$ cat src/rtl/mac_dot_seq.sv
// rtl/mac_dot_seq.sv - dot-product sequencer streaming element pairs through a registered fp32 MAC
// Optional abort input enabled by defining MAC_DOT_SEQ_ABORT_EN.

module mac (
  input  logic        i_clk,
  input  logic        i_rst,
  input  logic [31:0] i_a,
  input  logic [31:0] i_b,
  input  logic [31:0] i_c,
  output logic [31:0] o_ieee,
  output logic        o_ovf,
  output logic        o_unf
);
  // Fused a*b+c, round-to-nearest-even; subnormal inputs and results are flushed to zero.
  logic [7:0]         w_ea, w_eb, w_ec;
  logic               w_sp, w_sc, w_za, w_zb, w_zc, w_pz;
  logic               w_a_inf, w_b_inf, w_c_inf, w_nan;
  logic [47:0]        w_mp, w_x, w_y, w_big, w_small;
  logic signed [10:0] w_ex, w_ey, w_ebig, w_d, w_e;
  logic               w_sbig, w_eff_sub, w_found, w_inc;
  logic [51:0]        w_bf, w_sf0, w_sf, w_mask, w_sum, w_norm;
  logic [5:0]         w_lz;
  logic [23:0]        w_frac;
  logic [31:0]        w_res;
  logic               w_ovf, w_unf;

  assign w_ea    = i_a[30:23];
  assign w_eb    = i_b[30:23];
  assign w_ec    = i_c[30:23];
  assign w_sp    = i_a[31] ^ i_b[31];
  assign w_sc    = i_c[31];
  assign w_za    = (w_ea == 8'd0);
  assign w_zb    = (w_eb == 8'd0);
  assign w_zc    = (w_ec == 8'd0);
  assign w_pz    = w_za | w_zb;
  assign w_a_inf = (w_ea == 8'hFF) && (i_a[22:0] == 23'd0);
  assign w_b_inf = (w_eb == 8'hFF) && (i_b[22:0] == 23'd0);
  assign w_c_inf = (w_ec == 8'hFF) && (i_c[22:0] == 23'd0);
  assign w_nan   = ((w_ea == 8'hFF) && (i_a[22:0] != 23'd0)) ||
                   ((w_eb == 8'hFF) && (i_b[22:0] != 23'd0)) ||
                   ((w_ec == 8'hFF) && (i_c[22:0] != 23'd0)) ||
                   (w_a_inf && w_zb) || (w_b_inf && w_za) ||
                   ((w_a_inf || w_b_inf) && w_c_inf && (w_sp != w_sc));
  assign w_mp    = {24'd0, 1'b1, i_a[22:0]} * {24'd0, 1'b1, i_b[22:0]};
  assign w_y     = {1'b1, i_c[22:0], 24'd0};
  assign w_ey    = $signed({3'b000, w_ec}) - 11'sd1;

  // Both operands end up with their leading one at bit 47, so magnitude order is (exp, mantissa).
  always_comb begin
    if (w_mp[47]) begin
      w_x  = w_mp;
      w_ex = $signed({3'b000, w_ea}) + $signed({3'b000, w_eb}) - 11'sd127;
    end else begin
      w_x  = {w_mp[46:0], 1'b0};
      w_ex = $signed({3'b000, w_ea}) + $signed({3'b000, w_eb}) - 11'sd128;
    end
  end

  always_comb begin
    w_big     = w_x;
    w_small   = w_y;
    w_ebig    = w_ex;
    w_d       = w_ex - w_ey;
    w_sbig    = w_sp;
    w_eff_sub = w_sp ^ w_sc;
    if (w_pz) begin
      w_big   = w_y;
      w_small = '0;
      w_ebig  = w_ey;
      w_d     = '0;
      w_sbig  = w_sc;
    end else if (w_zc) begin
      w_small = '0;
      w_d     = '0;
    end else if ((w_ey > w_ex) || ((w_ey == w_ex) && (w_y > w_x))) begin
      w_big   = w_y;
      w_small = w_x;
      w_ebig  = w_ey;
      w_d     = w_ey - w_ex;
      w_sbig  = w_sc;
    end
  end

  always_comb begin
    w_bf   = {1'b0, w_big, 3'b000};
    w_sf0  = {1'b0, w_small, 3'b000};
    w_mask = '0;
    if (w_d >= 11'sd52) begin
      w_sf = {51'd0, |w_small};
    end else begin
      w_mask = (52'd1 << w_d[5:0]) - 52'd1;
      w_sf   = (w_sf0 >> w_d[5:0]) | {51'd0, |(w_sf0 & w_mask)};
    end
    w_sum = w_eff_sub ? (w_bf - w_sf) : (w_bf + w_sf);
  end

  always_comb begin
    w_lz    = 6'd0;
    w_found = 1'b0;
    for (int i = 51; i >= 0; i--) begin
      if (!w_found && w_sum[i]) begin
        w_lz    = 6'(51 - i);
        w_found = 1'b1;
      end
    end
    w_norm = w_sum << w_lz;
    w_inc  = w_norm[27] & ((|w_norm[26:0]) | w_norm[28]);
    w_frac = {1'b0, w_norm[50:28]} + {23'd0, w_inc};
    w_e    = w_ebig + 11'sd2 - $signed({5'b00000, w_lz}) + $signed({10'd0, w_frac[23]});
  end

  always_comb begin
    w_ovf = 1'b0;
    w_unf = 1'b0;
    w_res = {w_sbig, w_e[7:0], w_frac[22:0]};
    if (w_nan) begin
      w_res = 32'h7FC0_0000;
    end else if (w_a_inf || w_b_inf) begin
      w_res = {w_sp, 8'hFF, 23'd0};
    end else if (w_c_inf) begin
      w_res = {w_sc, 8'hFF, 23'd0};
    end else if (w_pz && w_zc) begin
      w_res = {w_sp & w_sc, 31'd0};
    end else if (!w_norm[51]) begin
      w_res = 32'd0;
    end else if (w_e >= 11'sd255) begin
      w_res = {w_sbig, 8'hFF, 23'd0};
      w_ovf = 1'b1;
    end else if (w_e <= 11'sd0) begin
      w_res = {w_sbig, 31'd0};
      w_unf = 1'b1;
    end
  end

  always_ff @(posedge i_clk or posedge i_rst) begin
    if (i_rst) begin
      o_ieee <= 32'd0;
      o_ovf  <= 1'b0;
      o_unf  <= 1'b0;
    end else begin
      o_ieee <= w_res;
      o_ovf  <= w_ovf;
      o_unf  <= w_unf;
    end
  end
endmodule

module mac_dot_seq #(
  parameter int LEN_W = 16
) (
  input  logic             clk,
  input  logic             rst_n,
`ifdef MAC_DOT_SEQ_ABORT_EN
  input  logic             abort,
`endif
  input  logic             start_valid,
  output logic             start_ready,
  input  logic [LEN_W-1:0] start_len,
  input  logic [31:0]      start_init,
  input  logic             elem_valid,
  output logic             elem_ready,
  input  logic [31:0]      elem_a,
  input  logic [31:0]      elem_b,
  output logic             res_valid,
  input  logic             res_ready,
  output logic [31:0]      res_data,
  output logic             res_ovf,
  output logic             res_unf,
  output logic             busy
);
  typedef enum logic [1:0] {S_IDLE, S_RUN, S_DRAIN, S_DONE} state_t;

  state_t           r_state;
  logic [LEN_W-1:0] r_remaining;
  logic [31:0]      r_init, r_res_data;
  logic             r_first, r_ovf, r_unf, r_res_valid, r_res_ovf, r_res_unf;
  logic             w_active, w_abort, w_issue;
  logic [31:0]      w_mac_a, w_mac_b, w_mac_c, w_mac_ieee;
  logic             w_mac_ovf, w_mac_unf;

  assign w_active = (r_state == S_RUN) || (r_state == S_DRAIN);
`ifdef MAC_DOT_SEQ_ABORT_EN
  assign w_abort  = abort && w_active;
`else
  assign w_abort  = 1'b0;
`endif
  assign w_issue  = (r_state == S_RUN) && elem_valid && !w_abort;

  // Idle cycles inside a job multiply 0*0 and add the running sum back, so it is held in the MAC.
  assign w_mac_a = w_issue ? elem_a : 32'd0;
  assign w_mac_b = w_issue ? elem_b : 32'd0;
  assign w_mac_c = !w_active ? 32'd0 : ((w_issue && r_first) ? r_init : w_mac_ieee);

  mac u_mac (
    .i_clk  (clk),
    .i_rst  (~rst_n),
    .i_a    (w_mac_a),
    .i_b    (w_mac_b),
    .i_c    (w_mac_c),
    .o_ieee (w_mac_ieee),
    .o_ovf  (w_mac_ovf),
    .o_unf  (w_mac_unf)
  );

  always_ff @(posedge clk or negedge rst_n) begin
    if (!rst_n) begin
      r_state     <= S_IDLE;
      r_remaining <= '0;
      r_init      <= 32'd0;
      r_first     <= 1'b0;
      r_ovf       <= 1'b0;
      r_unf       <= 1'b0;
      r_res_valid <= 1'b0;
      r_res_data  <= 32'd0;
      r_res_ovf   <= 1'b0;
      r_res_unf   <= 1'b0;
    end else begin
      case (r_state)
        S_IDLE: begin
          if (start_valid) begin
            r_remaining <= start_len;
            r_init      <= start_init;
            r_first     <= 1'b1;
            r_ovf       <= 1'b0;
            r_unf       <= 1'b0;
            r_res_ovf   <= 1'b0;
            r_res_unf   <= 1'b0;
            if (start_len == '0) begin
              r_res_data <= start_init;
              r_state    <= S_DONE;
            end else begin
              r_state    <= S_RUN;
            end
          end
        end
        S_RUN: begin
          if (w_abort) begin
            r_ovf   <= 1'b0;
            r_unf   <= 1'b0;
            r_state <= S_IDLE;
          end else begin
            r_ovf <= r_ovf | w_mac_ovf;
            r_unf <= r_unf | w_mac_unf;
            if (w_issue) begin
              r_first     <= 1'b0;
              r_remaining <= r_remaining - LEN_W'(1);
              if (r_remaining == LEN_W'(1)) r_state <= S_DRAIN;
            end
          end
        end
        S_DRAIN: begin
          if (w_abort) begin
            r_ovf   <= 1'b0;
            r_unf   <= 1'b0;
            r_state <= S_IDLE;
          end else begin
            r_ovf      <= r_ovf | w_mac_ovf;
            r_unf      <= r_unf | w_mac_unf;
            r_res_data <= w_mac_ieee;
            r_res_ovf  <= r_ovf | w_mac_ovf;
            r_res_unf  <= r_unf | w_mac_unf;
            r_state    <= S_DONE;
          end
        end
        default: begin
          // res_valid rises one cycle into DONE, which gives the fixed result latency.
          if (r_res_valid && res_ready) begin
            r_res_valid <= 1'b0;
            r_state     <= S_IDLE;
          end else begin
            r_res_valid <= 1'b1;
          end
        end
      endcase
    end
  end

  assign start_ready = (r_state == S_IDLE);
  assign elem_ready  = (r_state == S_RUN);
  assign busy        = (r_state != S_IDLE);
  assign res_valid   = r_res_valid;
  assign res_data    = r_res_data;
  assign res_ovf     = r_res_ovf;
  assign res_unf     = r_res_unf;
endmodule

$ cat config.mk
export PLATFORM = sky130hd
export DESIGN_NAME = mac_dot_seq
export DESIGN_NICKNAME = d
export VERILOG_FILES = /design/src/rtl/mac_dot_seq.sv
export SDC_FILE = /design/constraint.sdc
export NUM_CORES = 2
export LEC_CHECK = 0
export ABC_AREA = 1
export CAP_MARGIN = 0
export CORE_MARGIN = 4
export CORE_UTILIZATION = 30
export DETAILED_ROUTE_END_ITERATION = 10
export PLACE_DENSITY = 0.52
export SLEW_MARGIN = 5
export SYNTH_ARGS = -nofsm -noshare
export SYNTH_HDL_FRONTEND = slang
export SYNTH_SLANG_ARGS = --single-unit
$ cat constraint.sdc
create_clock -name clk -period 24.3 [get_ports clk]
set_clock_uncertainty 0.05 [all_clocks]
set_input_delay 4.86 -clock clk [delete_from_list [all_inputs] [get_ports clk]]
set_output_delay 4.86 -clock clk [all_outputs]
set_load 0.005 [all_outputs]
==> impl_metrics.tcl <==
set metrics [dict create \
    status "finished with violations" \
    violations "setup timing" \
    nFillCells 15269 \
    ys_types 80 \
    cts_tree "yes" \
    core_area_um2 148000 \
    synth-compound-area-share 0.115 \
    cp.required_ns 24.62 \
    yosysTopAreaCellShare 0.217 \
    stdcell_count 10883 \
    yosysWarnings 0 \
    synth.mux.area_fraction 0.00114 \
    seq_area_um2 3050 \
    post_dp_cell_area_um2 61100 \
    clockBufferDepth 2 \
    slew_headroom 0.0940 \
    setup_slack_ns -1.04 \
    end_kind "register" \
    hold_viol_final 0 \
    arrival_ns 25.66 \
    chipWidth_um 395 \
    ctsHoldBuffers 0 \
    fmax_mhz 39.5 \
    wl_per_cell_um 19.7 \
    place_hpwl_mm 182 \
    gr-usage-all-layers 0.262 \
    synth_area_leader_cell "fa_1" \
    synth-xor-area-share 0.0250 \
    routed_via_density 4.97 \
    cts_sinks 122 \
    cts_htree_levels 4 \
    port_buffers 154 \
    synthTopCellsByArea "fa_1, nand2_1, inv_1" \
    critical_path_class "in -> reg" \
    boundaryPins 155 \
    multi_input_area_um2 39100 \
    post-route-period-util 1.04 \
    antenna_found_initial 1 \
    crit_fanout 8 \
    synth_top_family_by_area "simple AND/OR/NAND/NOR gates" \
    cap_violations 0 \
    hold_class "reg -> reg" \
    worst_pin_slew_ns 1.35 \
    synth_nets 8012 \
    rsz0062_at_grt "yes" \
    grt_max_degree 74 \
    drc 0 \
    grt_pass1_wl_mm 320 \
    firstDrtPassIters 5 \
    nNetsFinal 9894 \
    cp-start-kind "input pin" \
    synth_simple_gate_area_share 0.333 \
    max_stage_delay_ns 0.59 \
    yosys.area_share.adder 0.315 \
    clockRootBuffer "clkbuf_16" \
    period_needed_ns 25.34 \
    num_vias 54124 \
    synth_cells 7057 \
    setup_viol 33 \
    grt_pass1_vias 54065 \
    place_congestion 1.03 \
    synthToLayoutAreaGrowth_pct 52.2 \
    dieHeight_um 395 \
    ant_nets 0 \
    rows 141 \
    drt_wl_total_mm 215 \
    drtIter0Drc 4083 \
    numCtsBuffers 17 \
    yosysSeqAreaShare 0.0681 \
    dp.cells 10562 \
    clkSlewWorstSetupHoldPaths_ns 0.06 \
    initial_core_util 0.303 \
    grt_overflow 0 \
    hold_path_depth 2 \
    crit_slowest_cell "fa_1" \
    synth_edf_count 0 \
    dieArea_um2 156000 \
    drive_above_1_share 0.329 \
    final_cell_area_um2 68300 \
    syn_avg_cell_area_um2 6.36 \
    netlist_area_um2 44900 \
    synth_top_flop_cell "dfrtp_1" \
    ys_async_sr_fraction 1.00 \
    finalMaxSlewViolations 0 \
    clkLatencyLatePin_ns 0.43 \
    reg2reg_depth 134 \
    synth_seq_cells 122 \
    reg2reg_slack_ns 2.62 \
]
==> registers in the layout, summed over array words and instances, names as in the netlist <==
signal,count
res_valid,1
r_state,2
r_first,1
res_ovf,1
res_unf,1
u_mac.o_unf,1
r_unf,1
res_data,32
r_remaining,16
r_ovf,1
u_mac.o_ieee,32
r_init,32
u_mac.o_ovf,1
==> kinds of logic (layout without fill, tap and decap cells) <==
family                     count (synthesis)  after routing
buffers and inverters                   1585           3475
xor gates and xnor gates                 128            128
DFF                                      122            122
muxes                                      5              5
other                                      0              1
and+or+nand+nor                         3459           3464
adders and majority gates                838            838
AOI/OAI and AO/OA                        920            920
==> per-stage QoR <==
stage	util	TNS, ns	worst slack, ns	hold WS, ns
5_1_grt	0.461	-70.38	-2.23	0.458
2_1_floorplan	-	-0.0198	-0.0198	0.403
4_1_cts	0.434	-31.62	-1.05	0.440
3_3_place_gp	0.412	-90.94	-2.90	0.420
3_5_place_dp	0.412	-94.58	-3.04	0.424
6_report	0.461	-31.47	-1.04	0.438
==> placed cells by master (no fill, tap or decap), types with 16 or more instances in the layout <==
cell,instances
o21ai_1,59
nand3_1,412
nand2_8,18
clkbuf_16,30
o21ai_2,38
buf_12,69
ha_1,307
nor2_4,33
nand2_2,170
fa_1,465
ha_4,38
dlygate4sd2_1,23
a31oi_1,33
nor4_1,27
fa_2,22
o211ai_1,33
nor2_2,73
buf_8,16
xor2_1,92
a21oi_2,39
buf_4,1834
nand3_4,25
nand4_1,126
xnor2_1,22
nor2_1,785
dfrtp_1,122
inv_2,69
buf_6,74
nor3_1,54
inv_1,1170
clkdlybuf4s50_1,117
nand2_1,1418
o21a_1,16
or2_2,30
nand3_2,183
o21ai_0,258
nand2_4,43
a21oi_1,312
==> layout make-up <==
type | instances | area share
antenna | 1 | 0.0000367
clock inverter | 15 | 0.00262
sequential | 122 | 0.0447
timing repair buffer | 2162 | 0.266
timing repair inverter | 3 | 0.000458
tap | 1930 | 0.0354
multi-input combinational | 5355 | 0.572
inverter | 1278 | 0.0724
clock buffer | 17 | 0.00623
==> critical path, delay by kind of cell <==
family                     cells  cell delay, ns
adders and majority gates     12            5.04
and+or+nand+nor               72            9.14
xor gates and xnor gates       2            0.36
AOI/OAI and AO/OA             18            2.94
buffers and inverters         28            3.22
==> Yosys cell counts (11+ instances only) <==
library cell and count:
nand4_1 126, xnor2_1 27, o21bai_1 17, nand2_2 30, o21ai_1 35, nand3b_1 12
and2_1 12, nor2_2 24, buf_4 32, fa_1 487, nand2_1 1606, o22ai_1 11
or2_2 33, dfrtp_1 122, inv_2 28, buf_6 38, o31ai_1 11, nor2_1 857
nand3_2 11, a31oi_1 37, inv_1 1225, clkbuf_1 169, buf_1 26, o21a_1 19
xor2_1 101, ha_1 351, o211ai_1 33, o21ai_0 327, buf_2 39, a21oi_1 349
a211oi_1 15, clkinv_1 23, nand3_1 606, nor3_1 62, nor4_1 32
==> repair_timing <==
item                                    4_1_cts  5_1_grt
setup buffers                               154      107
cloned                                        9       19
pin swaps                                   145      301
endpoints found under the setup margin       33       34
resized for setup                           346      685
==> worst paths after layout <==
kind,from,to
worst max-delay path,elem_valid,u_mac.o_unf$_DFF_PN0_
worst min-delay path,r_init[31]$_DFFE_PN0P_,r_init[31]$_DFFE_PN0P_
worst max register to register,r_state[1]$_DFFE_PN0P_,u_mac.o_unf$_DFF_PN0_
worst min register to register,r_init[31]$_DFFE_PN0P_,r_init[31]$_DFFE_PN0P_
max in group asynchronous,rst_n,u_mac.o_ieee[5]$_DFF_PN0_
min in group asynchronous,rst_n,r_remaining[15]$_DFFE_PN0P_
==> per-layer routing <==
| layer | global-route usage | part of all wire | vias up |
|---|---|---|---|
| li1 | - | - | 25993 |
| met1 | 0.332 | 0.41 | 25885 |
| met2 | 0.456 | 0.48 | 1822 |
| met3 | 0.0243 | 0.050 | 424 |
| met4 | 0.111 | 0.057 | 0 |
| met5 | 0 | 0 | - |
Power is not shown: default switching activity piles up to over one toggle a cycle in this logic, so the estimate is an artifact.
